===== src/rtl/uart_rx.sv =====
// uart_rx: 8N1 serial receiver, 2-FF line synchronizer, start-bit glitch rejection, mid-bit sampling.
// Latency: o_valid rises HALF+9*BIT_CNT+3 clocks after the start-bit falling edge at the pin.
// Backpressure: none; o_valid/o_frame_err are single-cycle pulses the consumer must take as they come.
module uart_rx #(
  parameter int CLK_FREQ = 50000000,
  parameter int BAUD     = 115200
) (
  input  logic       clk,
  input  logic       rst_n,
  input  logic       i_uart_rx,
  output logic [7:0] o_data,
  output logic       o_valid,
  output logic       o_frame_err,
  output logic       o_busy
);

  localparam int BIT_CNT = CLK_FREQ / BAUD;
  localparam int HALF    = BIT_CNT / 2;
  localparam int CNT_W   = (BIT_CNT > 1) ? $clog2(BIT_CNT) : 1;

  localparam logic [CNT_W-1:0] BIT_LAST  = CNT_W'(BIT_CNT - 1);
  localparam logic [CNT_W-1:0] HALF_LAST = CNT_W'(HALF - 1);

  localparam logic [1:0] IDLE  = 2'd0;
  localparam logic [1:0] START = 2'd1;
  localparam logic [1:0] DATA  = 2'd2;
  localparam logic [1:0] STOP  = 2'd3;

  logic             rx_meta;
  logic             rx_sync;
  logic             rx_prev;
  logic             rx_fall;
  logic [1:0]       state;
  logic [CNT_W-1:0] baud_cnt;
  logic [2:0]       bit_idx;
  logic [7:0]       shift_reg;

  // Two-stage synchronizer plus a delayed copy for edge detection; all reset to the idle-high level
  // so that a line already low at reset release looks like a fresh start bit.
  always_ff @(posedge clk) begin
    if (!rst_n) begin
      rx_meta <= 1'b1;
      rx_sync <= 1'b1;
      rx_prev <= 1'b1;
    end else begin
      rx_meta <= i_uart_rx;
      rx_sync <= rx_meta;
      rx_prev <= rx_sync;
    end
  end

  assign rx_fall = rx_prev & ~rx_sync;

  // Frame FSM: locate the start-bit middle, then sample each following bit one bit-time apart.
  // Returning to IDLE at the stop-bit middle leaves half a bit to catch a directly following start.
  always_ff @(posedge clk) begin
    if (!rst_n) begin
      state       <= IDLE;
      baud_cnt    <= '0;
      bit_idx     <= '0;
      shift_reg   <= '0;
      o_data      <= '0;
      o_valid     <= 1'b0;
      o_frame_err <= 1'b0;
    end else begin
      o_valid     <= 1'b0;
      o_frame_err <= 1'b0;
      case (state)
        IDLE: begin
          if (rx_fall) begin
            state    <= START;
            baud_cnt <= '0;
          end
        end
        START: begin
          if (baud_cnt == HALF_LAST) begin
            baud_cnt <= '0;
            bit_idx  <= '0;
            // A line that is high again at mid start bit was only a glitch.
            state    <= rx_sync ? IDLE : DATA;
          end else begin
            baud_cnt <= baud_cnt + 1'b1;
          end
        end
        DATA: begin
          if (baud_cnt == BIT_LAST) begin
            baud_cnt           <= '0;
            shift_reg[bit_idx] <= rx_sync;
            if (bit_idx == 3'd7) begin
              state <= STOP;
            end else begin
              bit_idx <= bit_idx + 1'b1;
            end
          end else begin
            baud_cnt <= baud_cnt + 1'b1;
          end
        end
        STOP: begin
          if (baud_cnt == BIT_LAST) begin
            baud_cnt <= '0;
            state    <= IDLE;
            if (rx_sync) begin
              o_data  <= shift_reg;
              o_valid <= 1'b1;
            end else begin
              // Bad stop bit: keep the last good byte on o_data.
              o_frame_err <= 1'b1;
            end
          end else begin
            baud_cnt <= baud_cnt + 1'b1;
          end
        end
        default: begin
          state    <= IDLE;
          baud_cnt <= '0;
        end
      endcase
    end
  end

  assign o_busy = (state != IDLE);

endmodule


===== config.mk =====
export PLATFORM = sky130hd
export DESIGN_NAME = uart_rx
export DESIGN_NICKNAME = d
export VERILOG_FILES = /design/src/rtl/uart_rx.sv
export SDC_FILE = /design/constraint.sdc
export NUM_CORES = 1
export LEC_CHECK = 0
export ABC_AREA = 1
export CORE_MARGIN = 3
export CORE_UTILIZATION = 59
export CTS_BUF_LIST = sky130_fd_sc_hd__clkbuf_4
export DETAILED_ROUTE_END_ITERATION = 10
export PLACE_DENSITY = 0.81
export SKIP_CTS_REPAIR_TIMING = 1
export SLEW_MARGIN = 25
export SYNTH_ARGS = -nofsm -noshare
export SYNTH_HDL_FRONTEND = slang
export SYNTH_SLANG_ARGS = --single-unit
export TNS_END_PERCENT = 5

===== constraint.sdc =====
create_clock -name clk -period 1.5 [get_ports clk]
set_input_delay 0.3 -clock clk [delete_from_list [all_inputs] [get_ports clk]]
set_output_delay 0.3 -clock clk [all_outputs]
set_load 0.01 [all_outputs]

==> impl_metrics.ini <==
[synth]
yosysTopAreaCell = dfxtp_1
syn_inst = 240
ys_ff_latch = 35
synth_area_leaders = dfxtp_1 (42%), nand2_1 (12%), nor2_1 (9.9%)
synth_edf_count = 0
netlist_area_um2 = 1660
yosys-top-cells-count = nand2_1 (52), nor2_1 (44), dfxtp_1 (35), inv_1 (19), o21ai_0 (17)
yosysMostFrequentCell = nand2_1
synthArstFlopShare = 0
synth_nets = 248
synthFlopType = dfxtp_1
ys_warn_count = 0
ys_types = 25
seq_area_frac_synth = 0.422
syn_area_per_cell_um2 = 6.92
synth_top_area_frac = 0.422

[sta]
relSlewSlack = 0.768
slew_violations = 0
post-route-period-util = 1.01
min_period_ps = 1510
fin_ws_ps = -14.4
rsz0062_at_grt = true
hold_viol = 0
fmax_mhz = 660
holdWs_ps = 425
setup_violations = 4
tightest_slew_ps = 345
fin_skew_ps = 7.96

[worst_setup_path]
cp_num_buf_inv = 1
worst_path_max_delay_cell = clkdlybuf4s50_1
crit_arrival_ps = 1210
crit_chain = clkdlybuf4s50_1
rr_startpoint = baud_cnt[1]
slowest_delay_ps = 530
cp_top_family = buffers and inverters
cp-start-kind = flop
worstPathMaxFanout = 2
critical_path_class = reg -> out
end_kind = output pin
cp.required_ps = 1200
ff2ff_path_depth = 10
r2r_slack_ps = 30

[floorplan]
die_h_um = 59.1
io_pins = 14
die_x_um = 59.1
dieArea_um2 = 3490
rows = 18
placeableCoreArea_um2 = 2570
start_util = 0.647

[clocking]
tritoncts = built
clk_path_buf_depth = 2
clk_pin_slew_ps = 110
cts_made_buffers = 5
cts_root_buffer = clkbuf_4
htree_levels = 2
cts_sinks = 35
clock_latency_ps = 330

[min_path]
hold_depth = 1
min_to = rx_sync
hp-start = rx_meta
hold_path_class = reg -> reg

[power_and_ir_drop]
power_density_nw_per_um2 = 978
peakVddDrop_mv = 1.11
power.leakage_nw = 0.887

[placement]
portBuffers = 13
pre_cts_ws_ps = 34.6
gp_congestion = 0.828
dpl_cell_area_um2 = 1860
dp_hpwl_um = 2530

[route]
drt_first_pass_iters = 4
vias = 1594
vias_per_cell = 5.37
drc = 0
ant_nets = 0
totalWireLength_um = 3590
drtIter0Drc = 86
routedWlPerCell_um = 12.1

[global_routing]
grt_start_max_net_pins = 20
grt_overflow = 0
track_usage = 0.225
grt_antenna_before_repair = 0
grt_pass1_vias = 1390
grt_pass1_wl_um = 6020

[final_layout]
final_cell_area_um2 = 2010
multiInputGateArea_um2 = 885
finish.utilization = 0.785
fin_nets = 274
n_fill_cell = 211
seqCellArea_um2 = 717
syn2layout_area_growth_pct = 21.3
diodes = 0
drive_gt1_frac = 0.187
largest_reg_flops = 9

[flow_run]
drv_cap = 0

[status]
violations = negative setup slack
status = finished, violations left
-- area by class of cell --
class	instances	share of cell area
clock buffer	5	0.0186
clock inverter	3	0.0193
inverter	27	0.0503
multi-input combinational	176	0.439
sequential	35	0.356
tap	30	0.0186
timing repair buffer	21	0.0981
-- cell families after synthesis --
| kind of cell | share of synthesized area |
|---|---|
| simple gates | 0.362 |
| flops | 0.422 |
| compound gates | 0.110 |
| buf+inv | 0.0686 |
| fa+ha+maj | 0.0377 |
-- through the flow --
step / TNS [ps] / power [W] / instances
after floorplan: 0 / 0.00123 / 240
after global placement: 0 / 0.00131 / 286
after detailed placement: 0 / 0.00131 / 286
after CTS: -443 / 0.00195 / 294
after global routing: -1910 / 0.00208 / 297
final: -31.6 / 0.00197 / 297
-- layer usage --
layer / part of all wire / global-route usage / vias to the layer above
met5: 0 / 0 / -
met3: 0.064 / 0.0763 / 9
li1: - / - / 826
met2: 0.46 / 0.347 / 44
met1: 0.46 / 0.298 / 715
met4: 0.016 / 0.0680 / 0
-- where the power goes --
part	switching, W	leakage (nW)	internal (W)
Sequential	0.0000411	0.287	0.000964
Combinational	0.000204	0.557	0.000112
Clock	0.000306	0.0426	0.000343
Total	0.000551	0.887	0.00142
-- how the worst max path moves through the flow --
stage / depth (start not counted) / startpoint / slack [ps] / end
finish: 1 / o_data[0] / -10 / o_data[0]
global route: 9 / baud_cnt[1] / -100 / o_data[7]
CTS: 3 / state[0] / -280 / o_busy
detailed placement: 9 / baud_cnt[1] / 30 / baud_cnt[7]
global placement: 8 / baud_cnt[0] / 60 / baud_cnt[0]
floorplan: 11 / baud_cnt[1] / 170 / flop
-- cell usage in the layout (no fill, tap or decap), types with 2 or more instances in the layout --
| cell | count |
|---|---|
| nand2_1 | 50 |
| nor2_1 | 44 |
| dfxtp_1 | 28 |
| inv_1 | 17 |
| o21ai_0 | 15 |
| a21oi_1 | 14 |
| nand3_1 | 13 |
| clkdlybuf4s50_1 | 10 |
| inv_2 | 9 |
| nand2_2 | 9 |
| buf_4 | 8 |
| nor3_1 | 6 |
| clkbuf_4 | 5 |
| ha_1 | 4 |
| dfxtp_2 | 4 |
| nor2_4 | 3 |
| o21ai_1 | 3 |
| nand4_1 | 3 |
| dfxtp_4 | 3 |
| dlymetal6s2s_1 | 3 |
| nand2_4 | 2 |
| clkinv_1 | 2 |
| a211oi_1 | 2 |
| or2_2 | 2 |
Power figures use the tool's default switching activity.
